$ cat config.mk
export PLATFORM = sky130hd
export DESIGN_NAME = seg7_scan_ctrl
export DESIGN_NICKNAME = d
export VERILOG_FILES = /design/src/rtl/seg7_scan_ctrl.sv
export SDC_FILE = /design/constraint.sdc
export NUM_CORES = 1
export LEC_CHECK = 0
export ABC_AREA = 1
export BUFFER_PORTS_ARGS = -buffer_cell sky130_fd_sc_hd__buf_2
export CORE_ASPECT_RATIO = 2
export CORE_MARGIN = 3
export CORE_UTILIZATION = 29
export CTS_CLUSTER_DIAMETER = 40
export DETAILED_ROUTE_END_ITERATION = 16
export SKIP_CTS_REPAIR_TIMING = 1
export SYNTH_ARGS = -nofsm -noshare
export SYNTH_HDL_FRONTEND = slang
export SYNTH_SLANG_ARGS = --single-unit
$ cat constraint.sdc
create_clock -name clk -period 11.7 [get_ports clk]
set_clock_uncertainty 0.05 [all_clocks]
set_input_delay 1.755 -clock clk [delete_from_list [all_inputs] [get_ports clk]]
set_output_delay 1.755 -clock clk [all_outputs]
set_load 0.005 [all_outputs]
$ cat src/rtl/seg7_scan_ctrl.sv
// Time-multiplexed 7-segment scan controller: one hex nibble per digit slot, anti-ghost blanking,
// optional leading-zero suppression, value snapshot per frame. All outputs registered from next state.
module seg7_scan_ctrl #(
    parameter int DIGITS     = 4,
    parameter int PRESCALE_W = 16,
    localparam int IW        = (DIGITS > 1) ? $clog2(DIGITS) : 1
) (
    input  logic                    clk,
    input  logic                    reset,
    input  logic                    enable,
    input  logic [4*DIGITS-1:0]     value,
    input  logic                    freeze,
    input  logic [PRESCALE_W-1:0]   period,
    input  logic [PRESCALE_W-1:0]   blank,
    input  logic                    lz_suppress,
    input  logic                    seg_pol,
    input  logic                    dig_pol,
    output logic [6:0]              seg,
    output logic [DIGITS-1:0]       dig_en,
    output logic [IW-1:0]           cur_digit,
    output logic                    frame_tick
);

    typedef enum logic [1:0] {IDLE, BLANK, SHOW} state_t;

    state_t                  state_q, state_d;
    logic [IW-1:0]           idx_q, idx_d;
    logic [PRESCALE_W-1:0]   cnt_q, cnt_d;
    logic [PRESCALE_W-1:0]   p_q, p_d;
    logic [PRESCALE_W-1:0]   b_q, b_d;
    logic [4*DIGITS-1:0]     snap_q, snap_d;
    logic [6:0]              seg_q, seg_d;
    logic [DIGITS-1:0]       dig_en_q, dig_en_d;
    logic                    tick_q, tick_d;

    logic [PRESCALE_W-1:0]   p_in, b_in;
    logic [6:0]              seg_off, seg_on;
    logic [DIGITS-1:0]       dig_off;
    logic                    suppress;

    function automatic logic [6:0] decode(input logic [3:0] n);
        case (n)
            4'h0: decode = 7'h3F;  4'h1: decode = 7'h06;
            4'h2: decode = 7'h5B;  4'h3: decode = 7'h4F;
            4'h4: decode = 7'h66;  4'h5: decode = 7'h6D;
            4'h6: decode = 7'h7D;  4'h7: decode = 7'h07;
            4'h8: decode = 7'h7F;  4'h9: decode = 7'h6F;
            4'hA: decode = 7'h77;  4'hB: decode = 7'h7C;
            4'hC: decode = 7'h39;  4'hD: decode = 7'h5E;
            4'hE: decode = 7'h79;  default: decode = 7'h71;
        endcase
    endfunction

    // Effective slot timing, latched only when a new slot begins
    assign p_in    = (period == '0) ? PRESCALE_W'(1) : period;
    assign b_in    = (blank > p_in - PRESCALE_W'(1)) ? p_in - PRESCALE_W'(1) : blank;
    assign seg_off = seg_pol ? 7'h00 : 7'h7F;
    assign dig_off = dig_pol ? '0 : '1;

    always_comb begin
        state_d = state_q;
        idx_d   = idx_q;
        cnt_d   = cnt_q;
        p_d     = p_q;
        b_d     = b_q;
        snap_d  = snap_q;
        if (!enable) begin
            state_d = IDLE;
            idx_d   = '0;
            cnt_d   = '0;
        end else begin
            case (state_q)
                IDLE: begin
                    snap_d  = value;
                    idx_d   = '0;
                    cnt_d   = '0;
                    p_d     = p_in;
                    b_d     = b_in;
                    state_d = (b_in != '0) ? BLANK : SHOW;
                end
                BLANK: begin
                    cnt_d = cnt_q + PRESCALE_W'(1);
                    if (cnt_q == b_q - PRESCALE_W'(1)) state_d = SHOW;
                end
                default: begin
                    if (cnt_q == p_q - PRESCALE_W'(1)) begin
                        cnt_d   = '0;
                        p_d     = p_in;
                        b_d     = b_in;
                        state_d = (b_in != '0) ? BLANK : SHOW;
                        if (idx_q == IW'(DIGITS - 1)) begin
                            idx_d = '0;
                            if (!freeze) snap_d = value;
                        end else begin
                            idx_d = idx_q + IW'(1);
                        end
                    end else begin
                        cnt_d = cnt_q + PRESCALE_W'(1);
                    end
                end
            endcase
        end
    end

    // A digit is a leading zero when it and every more-significant nibble are zero
    assign suppress = lz_suppress && (idx_d != '0) && ((snap_d >> {idx_d, 2'b00}) == '0);
    assign seg_on   = suppress ? seg_off : (decode(snap_d[4*idx_d +: 4]) ^ seg_off);

    always_comb begin
        seg_d    = seg_off;
        dig_en_d = dig_off;
        tick_d   = 1'b0;
        if (state_d == SHOW) begin
            seg_d    = seg_on;
            dig_en_d = (DIGITS'(1) << idx_d) ^ dig_off;
            tick_d   = (idx_d == IW'(DIGITS - 1)) && (cnt_d == p_d - PRESCALE_W'(1));
        end
    end

    always_ff @(posedge clk) begin
        if (reset) begin
            state_q  <= IDLE;
            idx_q    <= '0;
            cnt_q    <= '0;
            p_q      <= PRESCALE_W'(1);
            b_q      <= '0;
            snap_q   <= '0;
            seg_q    <= seg_off;
            dig_en_q <= dig_off;
            tick_q   <= 1'b0;
        end else begin
            state_q  <= state_d;
            idx_q    <= idx_d;
            cnt_q    <= cnt_d;
            p_q      <= p_d;
            b_q      <= b_d;
            snap_q   <= snap_d;
            seg_q    <= seg_d;
            dig_en_q <= dig_en_d;
            tick_q   <= tick_d;
        end
    end

    assign seg        = seg_q;
    assign dig_en     = dig_en_q;
    assign cur_digit  = idx_q;
    assign frame_tick = tick_q;

endmodule

==> impl_results.md, run 1 <==
- Status: finished clean
- Clock tree from TritonCTS: done
- Max-slew violation count: 0
- CTS sink cnt: 80
- Input/output buffers: 68
- Worst-skew pair later-pin latency: 370 ps
- Slowest stage delay, CP: 560 ps
- Post-synthesis register bit count: 80
- H-Tree Depth: 3
- Placer Congestion: 1.01
- Core box area: 27100 um^2
- Hold path startpoint: b_q[1]
- Post-synth top cells: 461 x nand2_1, 192 x nor2_1, 160 x inv_1
- Setup violators final: 0
- Number of enable flip-flop cells after synthesis: 0
- Number of remaining DRC errors: 0
- CP most frequent cell: nand2_1
- Total wire length: 31300 um
- Post-synthesis sequential area ratio: 0.199
- Final hold violations: 0
- Root buffer cell: clkbuf_16
- DPL Wire Length: 25200 um
- Syn_nets: 1497
- DRT antenna net count: 0
- WHS Endpoint: b_q[1]
- Synthesized cell area: 8040 um^2
- Area grow syn2layout: 11.6%
- Post-synthesis async set-or-reset flop share: 0
- Slowest CP cell: nand2_1
- GRT Resource Usage Total: 0.212
- Dpl cell area: 8680 um^2
- DRT Pass-1 Iters: 5
- Hold Crit Depth: 2
- Routed vias/inst: 5.04
- Setup tns final: 0 ps
- Avg WL per Cell: 17.3 um
- Tmin final: 6600 ps
- Synth Flop Type: dfxtp_1
- Worst r2r src: p_q[0]
- Area leader, netlist: nand2_1
- Fin crit share: 0.564
- Worst-path clk slew: 60 ps
- Total CTS buffers: 9
- Dominant cells by area after synthesis: nand2_1 22%, dfxtp_1 20%, nor2_1 9.0%, nand3_1 8.0%, inv_1 7.5%
- LEAKAGE: 4.43 nW
- Critical path depth: 35
- Startpoint class of the critical path: primary input
- Worst Reg-to-Reg Cells: 28
- Drt first-iter violations: 608
- Top cell type's share of synthesized area: 0.215
- HP Class: register to register
- Die height: 242 um
- Deepest clock path buffer count: 2
- Row count: 85
- Vias: 9132
- RR Endpoint: frame_tick
- Maximum clock rate: 0.151 GHz
- Die area: 29900 um^2
- Crit path capture type: register
- Share of cells above drive strength 1: 0.107
- R2r setup slk: 6530 ps
- Worst-margin pin slew: 1110 ps
- Cell with the most instances after synthesis: nand2_1
- Crit path buf inv count: 6
- Crit path max-delay family: simple AND/OR/NAND/NOR gates
- First-pass GRT wire length: 47800 um
- CP Class: primary input to register
- Mean Syn Cell Area: 5.69 um^2
- Netlist cell types: 45
- Vias in the first global route: 9051
- PD cells: 104 nW/um^2
- Die W: 124 um
- Worst vdd ir: 0.0785 mV
- Max-Cap Viols: 0
- GRT Residual Overflow: 0
- Synth warn: 0
- RSZ-0062 raised after global routing: no
- Slew headroom: 0.258
- Ports: 69
- CP max FO: 25
- Design area: 8980 um^2
- Final Net Count: 1542
- Worst path arrival time: 6810 ps
- Initial antenna violation count: 0
- Largest net degree at the start of global routing: 54
- Ant. Diodes: 0
- Cells after Synth: 1414
- Initial Utilization: 0.297
- Worst Path Required: 11910 ps
## per-layer routing
layer / vias to the layer above / track usage / share of wire
met3: 149 / 0.0341 / 0.041
li1: 4588 / - / -
met2: 289 / 0.396 / 0.54
met5: - / 0 / 0
met4: 0 / 0.220 / 0.12
met1: 4106 / 0.171 / 0.30
## metrics by stage
| stage | hold WS [ps] | utilization | instances | setup WS [ps] | power (mW) |
|---|---|---|---|---|---|
| final | 440 | 0.331 | 1812 | 5100 | 0.934 |
| after global routing | 453 | 0.331 | 1812 | 4450 | 0.993 |
| after CTS | 433 | 0.331 | 1812 | 5220 | 0.939 |
| after detailed placement | 423 | 0.320 | 1796 | 4860 | 0.636 |
| after global placement | 419 | 0.320 | 1796 | 5030 | 0.634 |
| after floorplan | 398 | - | 1414 | 6150 | 0.541 |
## power by group
group	switching, mW	total (mW)	leakage (nW)	internal (mW)
Combinational	0.222	0.326	3.62	0.104
Clock	0.133	0.301	0.150	0.168
Sequential	0.0191	0.308	0.659	0.289
Total	0.374	0.934	4.43	0.560
## flip-flops by register name, summed over array words and instances, names as in the netlist
register    cells
frame_tick      1
state_q         2
snap_q         16
cur_digit       2
seg             7
dig_en          4
p_q            16
b_q            16
cnt_q          16
## worst max path at each step
stage,start,end
3_5_place_dp,period[8],seg[2]
2_1_floorplan,period[8],seg[2]
5_1_grt,period[8],seg[2]
3_3_place_gp,period[6],seg[2]
6_report,period[8],seg[2]
4_1_cts,period[8],seg[2]
## worst min-delay path: cells and delay by family, from the launching register on
family | cells | cell delay [ps]
flip-flops | 1 | 310
buffers and inverters | 1 | 70
AO/OA/AOI/OAI | 1 | 60
## cell families after synthesis
logic type                 count (synthesis)  synth area share
and+or+nand+nor                          883             0.476
buffers and inverters                    214             0.105
AOI/OAI and AO/OA                        146             0.104
DFF                                       80             0.199
xor gates and xnor gates                  57            0.0638
adders and majority gates                 28            0.0436
muxes                                      6           0.00840
## placed cells by master, fill, tap and decap left out, types with 2 or more instances in the layout
master / count
nor4_1: 5
a221oi_1: 16
nor3_1: 12
or2_2: 6
nand2_2: 11
a21oi_1: 50
nor2_4: 6
buf_2: 68
clkinv_2: 2
inv_2: 10
clkinv_1: 3
nand4_1: 20
a31oi_1: 5
a21oi_4: 2
dfxtp_1: 80
xor2_1: 33
nand2_1: 461
o21ai_0: 65
nor2_2: 13
nor2_1: 192
inv_1: 160
nand2_4: 6
mux2_2: 6
o211ai_1: 2
nand3b_1: 13
nand3_1: 129
buf_4: 6
clkinv_4: 3
nand3_2: 3
ha_1: 28
xnor2_1: 23
o22ai_1: 3
inv_6: 2
clkbuf_16: 9
## layout make-up
| class | instances | area (um^2) |
|---|---|---|
| Fill cell | 3102 | 18100 |
| Timing Repair Buffer | 74 | 385 |
| Inverter | 174 | 654 |
| Sequential cell | 80 | 1600 |
| Multi-Input combinational cell | 1120 | 5600 |
| Clock buffer | 9 | 225 |
| Tap cell | 348 | 435 |
| Clock inverter | 7 | 78.8 |
(Power assumes the default switching activity.)
==> run 2: changes to the inputs <==
clock period = 6.8 ns   (was 11.7 ns; I/O delays follow)
==> impl_results.md, run 2 (synthesis results as in run 1) <==
- Worst vdd ir: 0.127 mV
- DPL Wire Length: 25300 um
- Total wire length: 31600 um
- Fin crit share: 0.869
- Placer Congestion: 1.01
- H-Tree Depth: 3
- Slowest CP cell: nand2_1
- First-pass GRT wire length: 48000 um
- Routed vias/inst: 5.04
- PD cells: 184 nW/um^2
- Startpoint class of the critical path: primary input
- Crit path buf inv count: 5
- Setup violators final: 0
- Ant. Diodes: 0
- Worst-margin pin slew: 1120 ps
- FILL cells: 3053
- Final Net Count: 1542
- Tmin final: 5910 ps
- Clock tree from TritonCTS: done
- Worst-skew pair later-pin latency: 370 ps
- Input/output buffers: 68
- CP Class: primary input to register
- CP most frequent cell: nand2_1
- Die height: 242 um
- Hold slack: 443 ps
- Area grow syn2layout: 12.0%
- Share of cells above drive strength 1: 0.107
- Core box area: 27100 um^2
- Avg WL per Cell: 17.4 um
- Total area of sequential cells: 1600 um^2
- Final hold violations: 0
- GRT Residual Overflow: 0
- Number of remaining DRC errors: 0
- Worst path arrival time: 6130 ps
- LEAKAGE: 4.44 nW
- Crit path max-delay family: simple AND/OR/NAND/NOR gates
- Slew headroom: 0.255
- Vias: 9139
- CP max FO: 25
- Max-Cap Viols: 0
- RSZ-0062 raised after global routing: no
- DRT antenna net count: 0
- Footprint of the multi-input gates: 5600 um^2
- Initial antenna violation count: 0
- CTS sink cnt: 80
- Setup tns final: 0 ps
- Status: finished clean
- Slowest stage delay, CP: 550 ps
- Max-slew violation count: 0
- Maximum clock rate: 0.169 GHz
- Worst Path Required: 7020 ps
- Most common cell after layout, fill and taps aside: nand2_1
- Vias in the first global route: 9026
- DRT Pass-1 Iters: 5
- Total CTS buffers: 9
- Deepest clock path buffer count: 2
- Crit path capture type: register
- Row count: 85
- Most frequent cells in the layout: 461 x nand2_1, 192 x nor2_1, 160 x inv_1
- Worst-path clk slew: 70 ps
- GRT Resource Usage Total: 0.214
- Root buffer cell: clkbuf_16
- Die W: 124 um
- Die area: 29900 um^2
- Initial Utilization: 0.297
- HP Class: register to register
- Drt first-iter violations: 505
- Ports: 69
- Largest net degree at the start of global routing: 44
-- run 2: tightest hold or removal path, cell delays in order, from the launching register on --
cell and delay (ps):
dfxtp_1 310, inv_1 70, a21oi_1 60
-- run 2: worst paths after layout --
| path | start | to | slack (ps) | depth (start not counted) |
|---|---|---|---|---|
| worst max register to register | p_q[0] | frame_tick | 1730 | 27 |
| worst min-delay path | b_q[1] | b_q[1] | 440 | 2 |
| worst min register to register | b_q[1] | b_q[1] | 440 | 2 |
| worst max-delay path | period[8] | seg[2] | 890 | 33 |
-- run 2: final cells by class --
type	instances	area share
inverter	174	0.0726
timing repair buffer	74	0.0428
multi-input combinational	1120	0.622
clock buffer	9	0.0250
clock inverter	7	0.0118
tap	348	0.0483
sequential	80	0.178
-- run 2: per-stage QoR --
step                      utilization  instance area [um^2]  power (mW)  worst slack, ps  std cells
after floorplan                     -                  8040       0.930             1990       1414
after global placement          0.320                  8680        1.09              802       1796
after detailed placement        0.320                  8680        1.10              665       1796
after CTS                       0.332                  9010        1.67             1030       1812
after global routing            0.332                  9010        1.76              456       1812
final                           0.332                  9010        1.66              891       1812
-- run 2: routing by layer --
| metal | GRT usage | wire length (um) | vias to the layer above |
|---|---|---|---|
| met5 | 0 | 0 | - |
| met4 | 0.213 | 3720 | 0 |
| met3 | 0.0397 | 1180 | 145 |
| met2 | 0.399 | 17000 | 271 |
| met1 | 0.172 | 9660 | 4132 |
| li1 | - | - | 4591 |
-- run 2: power by group --
part	total, mW	switching, mW	internal (mW)
clock network	0.568	0.238	0.330
registers	0.530	0.0336	0.496
logic	0.562	0.383	0.179
==> run 3: changes to the inputs <==
CORE_UTILIZATION = 50   (was 29)
PLACE_DENSITY = 0.69   (was not set)
RECOVER_POWER = 100   (was not set)
==> impl_results.md, run 3 (synthesis results as in run 1) <==
- Status: finished clean
- Design area: 8760 um^2
- Worst path arrival time: 6250 ps
- Die height: 185 um
- Avg WL per Cell: 16.8 um
- Largest net degree at the start of global routing: 54
- Worst r2r src: p_q[0]
- Tmin final: 6000 ps
- Crit path buf inv count: 4
- Number of remaining DRC errors: 0
- Vias in the first global route: 8951
- Core box area: 15800 um^2
- Worst Path Required: 7050 ps
- CTS sink cnt: 80
- Setup tns final: 0 ps
- Deepest clock path buffer count: 2
- Placer Congestion: 1.02
- Worst-margin pin slew: 1320 ps
- Die area: 17700 um^2
- PD cells: 181 nW/um^2
- Slowest stage delay, CP: 980 ps
- Share of cells above drive strength 1: 0.0922
- CP Class: register to register
- Worst-skew pair later-pin latency: 360 ps
- Area grow syn2layout: 8.88%
- HP Class: register to register
- M1 WL: 8960 um
- Vias: 9164
- Dpl cell area: 8500 um^2
- Max-Cap Viols: 0
- Startpoint class of the critical path: register
- First-pass GRT wire length: 43600 um
- Worst vdd ir: 0.132 mV
- Final hold violations: 0
- Total CTS buffers: 9
- Max-slew violation count: 0
- DPL Wire Length: 22400 um
- DRT Pass-1 Iters: 6
- Setup violators final: 0
- Die W: 95.7 um
- Input/output buffers: 68
- Slew headroom: 0.114
- RSZ-0062 raised after global routing: no
- Fin crit share: 0.883
- CP max FO: 30
- Slowest CP cell: nor2_1
- Maximum clock rate: 0.167 GHz
- Initial antenna violation count: 0
- Met2 wire len: 14700 um
- Max layer used: met4
- Most frequent cells in the layout: 464 x nand2_1, 195 x nor2_1, 165 x inv_1
- Hold path startpoint: b_q[1]
- Ant. Diodes: 0
- Clock tree from TritonCTS: done
- H-Tree Depth: 3
- Final Util: 0.555
- Final Net Count: 1543
- GRT Residual Overflow: 0
- Initial Utilization: 0.510
- Most common cell after layout, fill and taps aside: nand2_1
- Routed vias/inst: 5.50
- Row count: 65
- Root buffer cell: clkbuf_16
- Routed wl met3: 974 um
- DRT antenna net count: 0
- CP most frequent cell: nand2_1
- Total wire length: 27900 um
- Ports: 69
- CP Launch Point: p_q[0]
- LEAKAGE: 4.40 nW
- Worst-path clk slew: 70 ps
- Drt first-iter violations: 436
- GRT Resource Usage Total: 0.325
- Crit path max-delay family: simple AND/OR/NAND/NOR gates
- Crit path capture type: register
-- run 3: cell count changes in the layout (fill, tap and decap cells not counted), sizes merged --
cell / previous run / this run
clkbuf: 9 / 21
buf: 74 / 63
clkinv: 4 / 8
inv: 175 / 172
bufinv: 2 / 1
-- run 3: cell type report --
type	count	area (um^2)
fill	1724	7020
multi-input combinational	1120	5570
sequential	80	1600
inverter	174	654
timing repair buffer	75	378
tap	201	251
clock buffer	9	225
clock inverter	7	78.8
-- run 3: path summary, 6_finish.rpt --
path	endpoint	slack (ps)	cells after the start
worst max-delay path	frame_tick	800	27
worst min-delay path	b_q[1]	450	2
worst max register to register	frame_tick	800	27
worst min register to register	b_q[1]	450	2
-- run 3: power by group --
group / internal, mW / switching (mW) / total, mW
logic: 0.177 / 0.368 / 0.545
registers: 0.496 / 0.0326 / 0.529
clock network: 0.289 / 0.222 / 0.511
-- run 3: stage by stage --
stage          worst slack [ps]  total power [mW]  std cells  hold WS, ps
6_report                    795              1.58       1666          446
5_1_grt                     251              1.69       1666          473
4_1_cts                    1190              1.60       1666          448
3_5_place_dp                827              1.08       1650          438
3_3_place_gp                940              1.08       1650          431
2_1_floorplan              1990             0.930       1414          398
-- run 3: worst min-delay path: stages (launching register included) --
cell	delay, ps
dfxtp_1	320
inv_1	80
a21oi_1	60
-- run 3: per-layer routing --
layer  track usage  vias up
met1         0.275     4112
met3        0.0394      156
met4         0.318        0
li1              -     4601
met5             0        -
met2         0.611      295
